$ cat config.mk
export PLATFORM = sky130hd
export DESIGN_NAME = circ_buffer_arbiter
export DESIGN_NICKNAME = d
export VERILOG_FILES = /design/src/rtl/circ_buffer_arbiter_pkg.sv /design/src/rtl/circ_buffer_arbiter_mem.sv /design/src/rtl/circ_buffer_arbiter.sv
export SDC_FILE = /design/constraint.sdc
export NUM_CORES = 1
export LEC_CHECK = 0
export ABC_AREA = 1
export CAP_MARGIN = 30
export CORE_MARGIN = 2
export CORE_UTILIZATION = 30
export DETAILED_ROUTE_END_ITERATION = 16
export PLACE_DENSITY = 0.56
export SLEW_MARGIN = 20
export SYNTH_ARGS = -nofsm -noshare
export SYNTH_HDL_FRONTEND = slang
export SYNTH_HIERARCHICAL = 1
export SYNTH_SLANG_ARGS = --single-unit
export TNS_END_PERCENT = 10
$ cat constraint.sdc
create_clock -name clk -period 4 [get_ports clk]
set_input_delay 0.8 -clock clk [delete_from_list [all_inputs] [get_ports clk]]
set_output_delay 0.8 -clock clk [all_outputs]
set_load 0.05 [all_outputs]
$ cat src/rtl/circ_buffer_arbiter_pkg.sv
// Shared constants and helpers for the circular-buffer arbiter: round-robin search and modulo pointer increment.
// Pure combinational functions, zero latency; no flow control of their own.
package cba_pkg;
    localparam int CBA_DEPTH   = 16;
    localparam int CBA_DATA_W  = 8;
    localparam int CBA_NUM_REQ = 2;
    localparam int CBA_MAX_REQ = 8;
    localparam int CBA_ID_W    = 3;

    typedef struct packed {
        logic                hit;
        logic [CBA_ID_W-1:0] idx;
    } rr_pick_t;

    // Walk from last+1 upward; scanning k downward lets the nearest candidate overwrite farther ones.
    function automatic rr_pick_t rr_next(input logic [CBA_MAX_REQ-1:0] valid,
                                         input logic [CBA_ID_W-1:0]    last,
                                         input int                     num_req);
        rr_pick_t pick;
        int       cand;
        pick = '0;
        for (int k = CBA_MAX_REQ; k >= 1; k--) begin
            if (k <= num_req) begin
                cand = int'(last) + k;
                if (cand >= num_req) cand = cand - num_req;
                if (valid[cand[CBA_ID_W-1:0]]) begin
                    pick.hit = 1'b1;
                    pick.idx = cand[CBA_ID_W-1:0];
                end
            end
        end
        return pick;
    endfunction

    function automatic int ptr_inc(input int ptr, input int depth);
        return (ptr == depth - 1) ? 0 : ptr + 1;
    endfunction
endpackage

$ cat src/rtl/circ_buffer_arbiter_mem.sv
// Entry storage for the circular buffer: synchronous write port, registered read port.
// Read data appears one cycle after rd_en; no backpressure, the controller guarantees legal accesses.
module cba_mem #(
    parameter int DATA_W = 8,
    parameter int DEPTH  = 16,
    parameter int PTR_W  = 4
) (
    input  logic              clk,
    input  logic              rst,
    input  logic              wr_en,
    input  logic [PTR_W-1:0]  wr_addr,
    input  logic [DATA_W-1:0] wr_data,
    input  logic              rd_en,
    input  logic [PTR_W-1:0]  rd_addr,
    output logic [DATA_W-1:0] rd_data
);
    logic [DATA_W-1:0] mem [DEPTH];

    // Array itself is never reset; only the output register is.
    always_ff @(posedge clk) begin
        if (wr_en) mem[wr_addr] <= wr_data;
    end

    always_ff @(posedge clk) begin
        if (rst)        rd_data <= '0;
        else if (rd_en) rd_data <= mem[rd_addr];
    end
endmodule

$ cat src/rtl/circ_buffer_arbiter.sv
// Round-robin write arbiter and pointer control for a shared circular buffer; CBA_DROP_CNT_EN enables drop_cnt.
// Write accepted same cycle, pop data registered one cycle later; req_ready drops to zero when full, flushing or in reset.
module circ_buffer_arbiter
    import cba_pkg::*;
#(
    parameter int NUM_REQ = CBA_NUM_REQ,
    parameter int DATA_W  = CBA_DATA_W,
    parameter int DEPTH   = CBA_DEPTH,
    parameter int PTR_W   = $clog2(DEPTH)
) (
    input  logic                      clk,
    input  logic                      rst,
    input  logic [NUM_REQ-1:0]        req_valid,
    input  logic [NUM_REQ*DATA_W-1:0] req_data,
    output logic [NUM_REQ-1:0]        req_ready,
    output logic [2:0]                grant_id,
    input  logic                      rd_en,
    output logic [DATA_W-1:0]         rd_data,
    output logic                      rd_valid,
    output logic [PTR_W:0]            count,
    output logic                      full,
    output logic                      empty,
    input  logic                      flush,
    output logic [7:0]                drop_cnt
);
    logic [PTR_W-1:0]  wr_ptr;
    logic [PTR_W-1:0]  rd_ptr;
    logic [2:0]        rr_last;
    rr_pick_t          pick;
    logic              wr_fire;
    logic              rd_fire;
    logic [DATA_W-1:0] wr_data;
    logic [PTR_W:0]    count_nxt;

    always_comb begin
        pick      = rr_next(CBA_MAX_REQ'(req_valid), rr_last, NUM_REQ);
        req_ready = '0;
        if (!rst && !full && !flush && pick.hit) begin
            for (int i = 0; i < NUM_REQ; i++) begin
                req_ready[i] = (int'(pick.idx) == i);
            end
        end
    end

    assign wr_fire = |(req_valid & req_ready);
    assign rd_fire = rd_en && !empty && !flush;
    assign wr_data = req_data[int'(pick.idx)*DATA_W +: DATA_W];

    always_comb begin
        count_nxt = count;
        if (flush)                   count_nxt = '0;
        else if (wr_fire && !rd_fire) count_nxt = count + 1'b1;
        else if (!wr_fire && rd_fire) count_nxt = count - 1'b1;
    end

    always_ff @(posedge clk) begin
        if (rst) begin
            wr_ptr   <= '0;
            rd_ptr   <= '0;
            count    <= '0;
            full     <= 1'b0;
            empty    <= 1'b1;
            rd_valid <= 1'b0;
            grant_id <= '0;
            rr_last  <= 3'(NUM_REQ - 1);
        end else begin
            count    <= count_nxt;
            full     <= (count_nxt == (PTR_W+1)'(DEPTH));
            empty    <= (count_nxt == '0);
            rd_valid <= rd_fire;
            if (flush) begin
                wr_ptr <= '0;
                rd_ptr <= '0;
            end else begin
                if (wr_fire) begin
                    wr_ptr   <= PTR_W'(ptr_inc(int'(wr_ptr), DEPTH));
                    rr_last  <= pick.idx;
                    grant_id <= pick.idx;
                end
                if (rd_fire) rd_ptr <= PTR_W'(ptr_inc(int'(rd_ptr), DEPTH));
            end
        end
    end

    cba_mem #(
        .DATA_W (DATA_W),
        .DEPTH  (DEPTH),
        .PTR_W  (PTR_W)
    ) u_mem (
        .clk     (clk),
        .rst     (rst),
        .wr_en   (wr_fire),
        .wr_addr (wr_ptr),
        .wr_data (wr_data),
        .rd_en   (rd_fire),
        .rd_addr (rd_ptr),
        .rd_data (rd_data)
    );

`ifdef CBA_DROP_CNT_EN
    // Counts cycles where a producer wanted in but the buffer was full.
    always_ff @(posedge clk) begin
        if (rst || flush)
            drop_cnt <= '0;
        else if ((|req_valid) && full && drop_cnt != 8'hFF)
            drop_cnt <= drop_cnt + 8'd1;
    end
`else
    assign drop_cnt = '0;
`endif
endmodule

# After elaboration in Yosys (flattened, before gate mapping)
# Memory sizes are Yosys's and may differ from the RTL's. A register that Yosys moved wholly into a read port is not among the register bits.
# Cells that the tools add are included.
[word_totals]
register_bits = 22
latchBits = 0
mem_bits_rw = 128
rom_bits = 0
input_bits = 22
out_inout_bits = 29
wordCells = 62
memories = 1
[classes]
n_addsub = 8
mul = 0
div = 0
order_cmp = 4
n_eq_ne = 4
n_shift = 1
muxes = 16
n_bitwise = 2
reduce_logical = 18
[mem_list]
columns = ["memory", "words", "word_bits", "rd", "rd_clocked_by_memory_dff", "wr", "line", "source"]
rows = [
  ["u_mem.mem", 16, 8, 1, 1, 1, "circ_buffer_arbiter_mem.sv:17", "logic [DATA_W-1:0] mem [DEPTH];"],
]
[op_table]
columns = ["cell", "n"]
rows = [
  ["4-bit two-way mux", 4],
  ["16-bit by 7-bit variable part select with 8-bit output", 1],
  ["5-bit two-way mux", 3],
  ["4-bit by 1-bit adder with 4-bit output, second input constant", 2],
  ["4-bit by 1-bit equality test with 1-bit output, second input constant", 2],
  ["4-bit by 2-bit >= comparator with 1-bit output, second input constant", 2],
  ["3-bit by 4-bit less-than comparator with 1-bit output, second input constant", 2],
  ["1-bit logical AND", 7],
  ["1-bit binary-select mux with 3-bit select", 2],
  ["1-bit logical NOT", 6],
  ["3-bit two-way mux", 2],
  ["3-bit by 2-bit subtractor with 3-bit output, second input constant", 2],
  ["5-bit by 1-bit adder with 5-bit output, second input constant", 1],
  ["5-bit equality test, second input constant", 1],
  ["5-bit logical NOT", 1],
  ["5-bit by 1-bit subtractor with 5-bit output, second input constant", 1],
  ["3-bit by 1-bit adder with 4-bit output, second input constant", 1],
  ["3-bit by 2-bit adder with 4-bit output, second input constant", 1],
  ["1-bit two-way mux", 4],
  ["2-bit OR reduction", 2],
  ["3-bit by 2-bit equality test with 1-bit output, second input constant", 1],
  ["3-bit logical NOT", 1],
  ["2-bit bitwise AND", 1],
  ["2-bit two-way mux", 1],
  ["2 further kinds", 2],
]

# Longest topological paths before layout
# Gate-level depths: netlist (run 1).
[depth]
depth_word = 17
mapped_depth = 16
mapped_depth_nobuf = 16

# Cells and area by module
# Netlist (run 1), hierarchy kept.
[modules_own_cells]
columns = ["mod", "instances", "cells_each", "area_per_inst_um2"]
rows = [
  ["cba_mem", 1, 490, 5577.8],
  ["circ_buffer_arbiter", 1, 207, 1413.9],
]

# Least setup slack after synthesis (run 1)
# Ideal clock, no wire load.
[synth_path]
path_kind = "input port to output port"
from = "input rst"
to = "output req_ready[1]"
t_arrival_ps = 2161
t_required_ps = 3200
slack_ps = 1039
stages = 7
n_path_buf = 2
path_cell_list = "buf_6 nor2_8 inv_2 nor2_4 nand2_4 buf_6 nor2_1"
[synth_via]
elab_chain_cells = 5
[synth_lines]
columns = ["element", "line", "source"]
rows = [
  ["start: declaration", "circ_buffer_arbiter.sv:12", "input logic rst,"],
  ["1-bit logical NOT", "circ_buffer_arbiter.sv:38", "if (!rst && !full && !flush && pick.hit) begin"],
  ["1-bit logical AND (3 in a row)", "circ_buffer_arbiter.sv:38", ""],
  ["2-bit two-way mux", "circ_buffer_arbiter.sv:38", ""],
  ["end: declaration", "circ_buffer_arbiter.sv:15", "output logic [NUM_REQ-1:0] req_ready,"],
]
# Every way passes these cells.

==> results of run 1 <==
## report_power, final
| group | internal, mW | switching, mW |
|---|---|---|
| Combinational | 0.0916 | 0.263 |
| Clock | 1.04 | 0.615 |
| Sequential | 1.83 | 0.0118 |
## cells by family (layout without fill, tap and decap cells)
kind of cell	after synthesis	count (layout)	share of synthesized area (%)
AND/OR/NAND/NOR	431	431	27.0
flip-flops	156	156	63.0
buffers and inverters	81	127	6.62
AO/OA/AOI/OAI	14	14	1.09
adder cells (fa/ha/maj)	10	10	1.79
XOR/XNOR	4	4	0.501
other	1	8	0.0536
## state kept, by name (all words and copies together), names as in the netlist
register	count
full	1
rd_ptr	4
count	5
wr_ptr	4
rr_last	1
u_mem/mem	128
empty	1
grant_id	3
u_mem/rd_data	8
rd_valid	1
## synth_stat cells (all sizes together)
| cell type | instances |
|---|---|
| xor2 | 3 |
| nand3b | 2 |
| buf | 38 |
| nor2 | 61 |
| o211ai | 1 |
| nor3 | 5 |
| a21oi | 4 |
| ha | 10 |
| inv | 42 |
| xnor2 | 1 |
| nand3 | 123 |
| clkbuf | 1 |
| or2 | 2 |
| o21ai | 8 |
| nand2 | 234 |
| conb | 1 |
| dfxtp | 28 |
| edfxtp | 128 |
| nand4 | 4 |
| a221oi | 1 |
## critical path, delay by kind of cell (launching register included)
family	cells	cell delay [ns]
fa+ha+maj	1	0.32
compound gates	1	0.06
simple gates	6	0.80
flops	1	0.40
buf+inv	4	0.50
## worst max-delay path by stage
stage                start              end  depth (start not counted)
6_report       grant_id[1]     req_ready[1]                         12
5_1_grt        grant_id[1]     req_ready[1]                         12
4_1_cts        grant_id[1]     req_ready[1]                         12
3_5_place_dp         flush  u_mem/mem[8][5]                          8
3_3_place_gp         flush  u_mem/mem[8][0]                          8
2_1_floorplan          rst     req_ready[1]                          7
## metrics by stage
stage               util, %  setup WS [ns]  power (mW)  instances
floorplan                 -           1.04        2.10        704
global placement       33.5          0.712        2.23       1030
detailed placement     33.5          0.682        2.23       1031
CTS                    36.2          0.642        3.89       1063
global route           36.2          0.434        3.98       1063
finish                 36.2          0.700        3.85       1063
## area by class of cell
| cell class | count | share of cell area (%) |
|---|---|---|
| Clock buffer | 19 | 5.25 |
| Inverter | 42 | 1.91 |
| Clock inverter | 13 | 2.09 |
| Timing Repair Buffer | 53 | 6.49 |
| Tap cell | 313 | 4.75 |
| Sequential cell | 156 | 53.4 |
| Multi-Input combinational cell | 467 | 26.1 |
## routing by layer
metal | vias to the layer above | track usage, % | wire length, µm
met3 | 27 | 3.07 | 881
met1 | 2187 | 19.3 | 7680
met4 | 0 | 5.59 | 337
met2 | 142 | 21.6 | 7440
met5 | - | 0 | 0
li1 | 2395 | - | -
==> metrics.txt, run 1 <==
# TYPE chip_impl_metric gauge
chip_impl_metric{name="antenna_found_initial",unit=""} 0
chip_impl_metric{name="clockBufferDepth",unit=""} 2
chip_impl_metric{name="cp_data_required_time",unit="ns"} 3.20
chip_impl_info{name="synth_top_area_cell",value="edfxtp_1"} 1
chip_impl_metric{name="vias",unit=""} 4751
chip_impl_metric{name="clock_sink_count",unit=""} 156
chip_impl_metric{name="avg_vias_per_cell",unit=""} 4.47
chip_impl_info{name="clock_tree_root",value="clkbuf_16"} 1
chip_impl_info{name="cp-end-kind",value="output port"} 1
chip_impl_metric{name="cap_violations",unit=""} 0
chip_impl_metric{name="fp-row-count",unit=""} 55
chip_impl_metric{name="ys_ff_latch",unit=""} 156
chip_impl_metric{name="finalInstanceArea",unit="µm²"} 8250
chip_impl_metric{name="number_of_global_route_vias_before_repair",unit=""} 4664
chip_impl_metric{name="timing.reg2reg.setup_slack",unit="ns"} 1.19
chip_impl_metric{name="pin_count",unit=""} 51
chip_impl_metric{name="tightestPinTransition",unit="ns"} 0.742
chip_impl_metric{name="sequential_cell_area",unit="µm²"} 4410
chip_impl_metric{name="holdPathStages",unit=""} 2
chip_impl_metric{name="finalHoldViolations",unit=""} 0
chip_impl_metric{name="period_needed",unit="ns"} 3.30
chip_impl_metric{name="routed_wirelength",unit="µm"} 16300
chip_impl_metric{name="fp.coreArea",unit="µm²"} 22800
chip_impl_metric{name="finalWeightedCongestion",unit=""} 0.784
chip_impl_metric{name="chipWidth",unit="µm"} 157
chip_impl_metric{name="dpl.hpwl",unit="µm"} 10300
chip_impl_metric{name="synth_cell_types",unit=""} 34
chip_impl_metric{name="synth.avg_cell_area",unit="µm²"} 10.0
chip_impl_metric{name="cts_resized",unit=""} 0
chip_impl_metric{name="final_layout_size_suffix_gt1_share",unit="%"} 8.40
chip_impl_metric{name="worst_path_largest_cell_delay",unit="ns"} 0.40
chip_impl_metric{name="worst-endpoint-arrival",unit="ns"} 2.50
chip_impl_metric{name="fp.dieArea",unit="µm²"} 24500
chip_impl_metric{name="slew_headroom",unit="%"} 50.4
chip_impl_metric{name="cts_hold_buf",unit=""} 0
chip_impl_metric{name="multiInputGateArea",unit="µm²"} 2150
chip_impl_info{name="cpMostUsedCell",value="nor2_1"} 1
chip_impl_metric{name="peakVddDrop",unit="µV"} 232
chip_impl_metric{name="clock_insertion_delay_worst_skew",unit="ns"} 0.43
chip_impl_info{name="final_common_cell",value="nand2_1"} 1
chip_impl_info{name="worst_hold_startpoint",value="grant_id[0]"} 1
chip_impl_metric{name="grt_overflow",unit=""} 0
chip_impl_metric{name="place.port_buffers",unit=""} 42
chip_impl_metric{name="path_clk_slew",unit="ns"} 0.06
chip_impl_metric{name="nFillCells",unit=""} 2261
chip_impl_info{name="setup.worst_path.start_class",value="register"} 1
chip_impl_info{name="outcome",value="finished, final reports clean"} 1
chip_impl_metric{name="die-height",unit="µm"} 157
chip_impl_metric{name="timing.hold.ws",unit="ns"} 0.480
chip_impl_info{name="synth_area_leaders",value="edfxtp_1 55%, nand2_1 12%, nand3_1 8.5%"} 1
chip_impl_metric{name="crit_fanout",unit=""} 10
chip_impl_metric{name="drt_pre_antenna_iters",unit=""} 5
chip_impl_metric{name="cts_inserted_buffers",unit=""} 17
chip_impl_metric{name="synth_largest_type_area_fraction",unit="%"} 55.0
chip_impl_metric{name="instance_area_after_placement",unit="µm²"} 7640
chip_impl_metric{name="grt_start_max_net_pins",unit=""} 68
chip_impl_metric{name="nets",unit=""} 769
chip_impl_metric{name="timing.clock.skew",unit="ns"} 0.00810
chip_impl_info{name="worst_r2r_startpoint",value="grant_id[1]"} 1
chip_impl_metric{name="p_per_area",unit="nW/µm²"} 466
chip_impl_metric{name="synth_warnings",unit=""} 6
chip_impl_metric{name="grt.total_usage",unit="%"} 14.0
chip_impl_info{name="tritoncts",value="yes"} 1
chip_impl_info{name="worstSetupPathType",value="reg2out"} 1
chip_impl_metric{name="drc_violations_left",unit=""} 0
chip_impl_metric{name="synth_cells",unit=""} 697
chip_impl_metric{name="mappedNetlistArea",unit="µm²"} 6990
chip_impl_info{name="ordered_list_of_cells_on_the_worst_path",value="inv_1 > ha_1 > inv_1 > o21ai_0 > nor2_1 > nand3_1 > nor2_1 > nand2_1 > nand2_2 > inv_2 > nor2_1 > buf_12"} 1
chip_impl_metric{name="timing.final.crit_share",unit="%"} 82.5
chip_impl_metric{name="power.leakage",unit="nW"} 3.12
chip_impl_metric{name="antenna_left",unit=""} 0
chip_impl_metric{name="final.setup.tns",unit="ns"} 0
chip_impl_metric{name="synth.yosys.seq_area_share",unit="%"} 63.0
chip_impl_metric{name="maxSlewViolCount",unit=""} 0
chip_impl_info{name="min-delay-path-class",value="reg2reg"} 1
chip_impl_metric{name="final-setup-viol-count",unit=""} 0
chip_impl_metric{name="detail_route.iter0.violations",unit=""} 416
chip_impl_info{name="r2r_end",value="u_mem/mem[11][0]"} 1
chip_impl_metric{name="layout-area-overhead-vs-synth",unit="%"} 17.9
chip_impl_metric{name="postCtsSetupRepairBufs",unit=""} 0
chip_impl_info{name="rsz0062_at_grt",value="no"} 1
chip_impl_info{name="critical-path-slowest-cell",value="dfxtp_1"} 1
chip_impl_metric{name="post_drt_wl_per_cell",unit="µm"} 15.4
chip_impl_metric{name="antenna_cells_inserted",unit=""} 0
chip_impl_metric{name="grt_first_pass_wirelength",unit="µm"} 25700
chip_impl_metric{name="effective_utilization_at_floorplan",unit="%"} 30.7
chip_impl_info{name="final_cell_mix",value="229 x nand2_1, 128 x edfxtp_1, 119 x nand3_1, 57 x nor2_1, 40 x clkdlybuf4s50_1"} 1
chip_impl_metric{name="r2r_cells",unit=""} 11
chip_impl_info{name="worstHoldEndpoint",value="grant_id[0]"} 1
chip_impl_metric{name="cts_max_level",unit=""} 4
chip_impl_metric{name="clock.fmax",unit="MHz"} 303
Power figures use the tool's default switching activity.
==> run 2, diff against run 1 <==
==> constraint.sdc (replaced) <==
create_clock -name clk -period 3.1 [get_ports clk]
set_input_delay 0.62 -clock clk [delete_from_list [all_inputs] [get_ports clk]]
set_output_delay 0.62 -clock clk [all_outputs]
set_load 0.05 [all_outputs]
==> run 2 against run 1 <==
Worst hold slack got worse by 0.0076 ns. Final area rose by 1.5%. Critical endpoint unchanged. First-iteration DRC count fell by 17%. Largest power group unchanged. Combinational power rose by 25%.
==> metrics.txt, run 2 (synthesized netlist as in run 1, its figures left out) <==
# TYPE chip_impl_metric gauge
chip_impl_info{name="outcome",value="finished, final reports clean"} 1
chip_impl_metric{name="nets",unit=""} 784
chip_impl_info{name="r2r_end",value="u_mem/mem[4][4]"} 1
chip_impl_metric{name="pin_count",unit=""} 51
chip_impl_metric{name="peakVddDrop",unit="µV"} 375
chip_impl_metric{name="detail_route.iter0.violations",unit=""} 344
chip_impl_metric{name="antenna_left",unit=""} 0
chip_impl_metric{name="finalHoldViolations",unit=""} 0
chip_impl_metric{name="clock_sink_count",unit=""} 156
chip_impl_info{name="largest_reg_by_ff_count",value="u_mem/mem"} 1
chip_impl_metric{name="antenna_cells_inserted",unit=""} 0
chip_impl_metric{name="slew_headroom",unit="%"} 49.7
chip_impl_metric{name="postCtsSetupRepairBufs",unit=""} 0
chip_impl_metric{name="power.leakage",unit="nW"} 3.21
chip_impl_metric{name="grt_overflow",unit=""} 0
chip_impl_metric{name="tightestPinTransition",unit="ns"} 0.755
chip_impl_metric{name="timing.final.crit_share",unit="%"} 91.1
chip_impl_metric{name="largest_register_ff_count",unit=""} 128
chip_impl_info{name="final_cell_mix",value="229 x nand2_1, 128 x edfxtp_1, 119 x nand3_1, 56 x nor2_1, 40 x clkdlybuf4s50_1"} 1
chip_impl_metric{name="final.setup.tns",unit="ns"} 0
chip_impl_metric{name="post_drt_wl_per_cell",unit="µm"} 14.9
chip_impl_metric{name="fp.dieArea",unit="µm²"} 24500
chip_impl_info{name="clock_tree_root",value="clkbuf_16"} 1
chip_impl_metric{name="fp-row-count",unit=""} 55
chip_impl_info{name="final_common_cell",value="nand2_1"} 1
chip_impl_metric{name="timing.clock.skew",unit="ns"} 0.0108
chip_impl_metric{name="avg_vias_per_cell",unit=""} 4.48
chip_impl_metric{name="cts_hold_buf",unit=""} 0
chip_impl_metric{name="grt_first_pass_wirelength",unit="µm"} 25700
chip_impl_metric{name="cp_data_required_time",unit="ns"} 2.48
chip_impl_metric{name="instance_area_after_placement",unit="µm²"} 7740
chip_impl_metric{name="maxSlewViolCount",unit=""} 0
chip_impl_metric{name="holdPathStages",unit=""} 2
chip_impl_metric{name="antenna_found_initial",unit=""} 0
chip_impl_info{name="worst_hold_startpoint",value="grant_id[0]"} 1
chip_impl_info{name="rsz0062_at_grt",value="no"} 1
chip_impl_metric{name="grt.total_usage",unit="%"} 13.9
chip_impl_metric{name="grt_start_max_net_pins",unit=""} 68
chip_impl_metric{name="crit_fanout",unit=""} 9
chip_impl_metric{name="worst-endpoint-arrival",unit="ns"} 2.20
chip_impl_info{name="reg_top3",value="u_mem/mem x128, u_mem/rd_data x8, count x5"} 1
chip_impl_info{name="setup.worst_path.start_class",value="register"} 1
chip_impl_metric{name="vias",unit=""} 4825
chip_impl_metric{name="timing.reg2reg.setup_slack",unit="ns"} 0.68
chip_impl_metric{name="clock_insertion_delay_worst_skew",unit="ns"} 0.42
chip_impl_info{name="tritoncts",value="yes"} 1
chip_impl_metric{name="place.port_buffers",unit=""} 42
chip_impl_info{name="worst_r2r_startpoint",value="rr_last[0]"} 1
chip_impl_metric{name="drt_pre_antenna_iters",unit=""} 5
chip_impl_metric{name="total_power",unit="mW"} 5.01
chip_impl_metric{name="number_of_global_route_vias_before_repair",unit=""} 4663
chip_impl_metric{name="finalWeightedCongestion",unit=""} 0.765
chip_impl_info{name="worstSetupPathType",value="reg2out"} 1
chip_impl_metric{name="die-height",unit="µm"} 157
chip_impl_metric{name="effective_utilization_at_floorplan",unit="%"} 30.7
chip_impl_info{name="min-delay-path-class",value="reg2reg"} 1
chip_impl_metric{name="cts_max_level",unit=""} 4
chip_impl_info{name="cp-end-kind",value="output port"} 1
chip_impl_metric{name="finalInstanceArea",unit="µm²"} 8370
chip_impl_metric{name="cap_violations",unit=""} 0
chip_impl_metric{name="period_needed",unit="ns"} 2.82
chip_impl_metric{name="r2r_cells",unit=""} 12
chip_impl_metric{name="chipWidth",unit="µm"} 157
chip_impl_metric{name="sequential_cell_area",unit="µm²"} 4410
chip_impl_metric{name="routed_wirelength",unit="µm"} 16000
chip_impl_metric{name="layout-area-overhead-vs-synth",unit="%"} 19.7
chip_impl_metric{name="cts_inserted_buffers",unit=""} 17
chip_impl_metric{name="clockBufferDepth",unit=""} 2
chip_impl_metric{name="dpl.hpwl",unit="µm"} 10300
chip_impl_metric{name="fp.coreArea",unit="µm²"} 22800
chip_impl_metric{name="p_per_area",unit="nW/µm²"} 599
chip_impl_metric{name="clock.fmax",unit="MHz"} 354
chip_impl_metric{name="nFillCells",unit=""} 2267
chip_impl_metric{name="final_layout_size_suffix_gt1_share",unit="%"} 11.0
chip_impl_metric{name="drc_violations_left",unit=""} 0
chip_impl_info{name="worstHoldEndpoint",value="grant_id[0]"} 1
chip_impl_metric{name="final-setup-viol-count",unit=""} 0
chip_impl_metric{name="path_clk_slew",unit="ns"} 0.06
chip_impl_metric{name="multiInputGateArea",unit="µm²"} 2150
[run 2: worst max-delay path by stage]
stage | startpoint | end | slack, ns
floorplan | grant_id[1] | req_ready[1] | 0.37
global placement | flush | req_ready[1] | 0.31
detailed placement | flush | req_ready[1] | 0.26
CTS | grant_id[1] | req_ready[1] | 0.08
global route | grant_id[1] | req_ready[1] | 0.01
finish | rr_last[0] | req_ready[1] | 0.28
[run 2: per-stage QoR]
step                utilization, %  setup slack, ns  hold WS, ns  instances
global placement              34.0            0.310        0.463       1046
CTS                           36.7           0.0803        0.479       1078
detailed placement            34.0            0.265        0.467       1046
finish                        36.7            0.276        0.473       1078
global route                  36.7           0.0140        0.521       1078
floorplan                        -            0.371        0.479        704
[run 2: timing repair]
action,4_1_cts,5_1_grt
hold endpoints to repair,0,0
endpoints found under the setup margin,0,2
resized for setup,0,2
[run 2: power by group]
part           internal [mW]  switching, mW
Combinational          0.127          0.319
Sequential              2.36         0.0153
Clock                   1.35          0.840
[run 2: cell type report]
type	instances	share of cell area, %
clock inverter	14	2.32
clock buffer	18	5.13
multi-input combinational	467	25.7
tap	313	4.68
inverter	42	1.88
timing repair buffer	68	7.60
sequential	156	52.7
[run 2: worst max-delay path, cell delays in order (launching register included)]
cell and delay [ns]:
dfxtp_1 0.45, inv_2 0.11, ha_1 0.19, nor2_1 0.13
nand2_1 0.06, nand2_1 0.06, nand3_1 0.10, nor2_1 0.11
nand2_1 0.07, nand2_2 0.07, inv_2 0.09, nor2_2 0.17
buf_12 0.16
[run 2: per-layer routing]
| metal | routed length [µm] | vias up | GRT usage, % |
|---|---|---|---|
| li1 | - | 2426 | - |
| met1 | 7410 | 2250 | 18.6 |
| met2 | 7380 | 144 | 22.2 |
| met3 | 1110 | 5 | 3.38 |
| met4 | 125 | 0 | 4.54 |
| met5 | 0 | - | 0 |
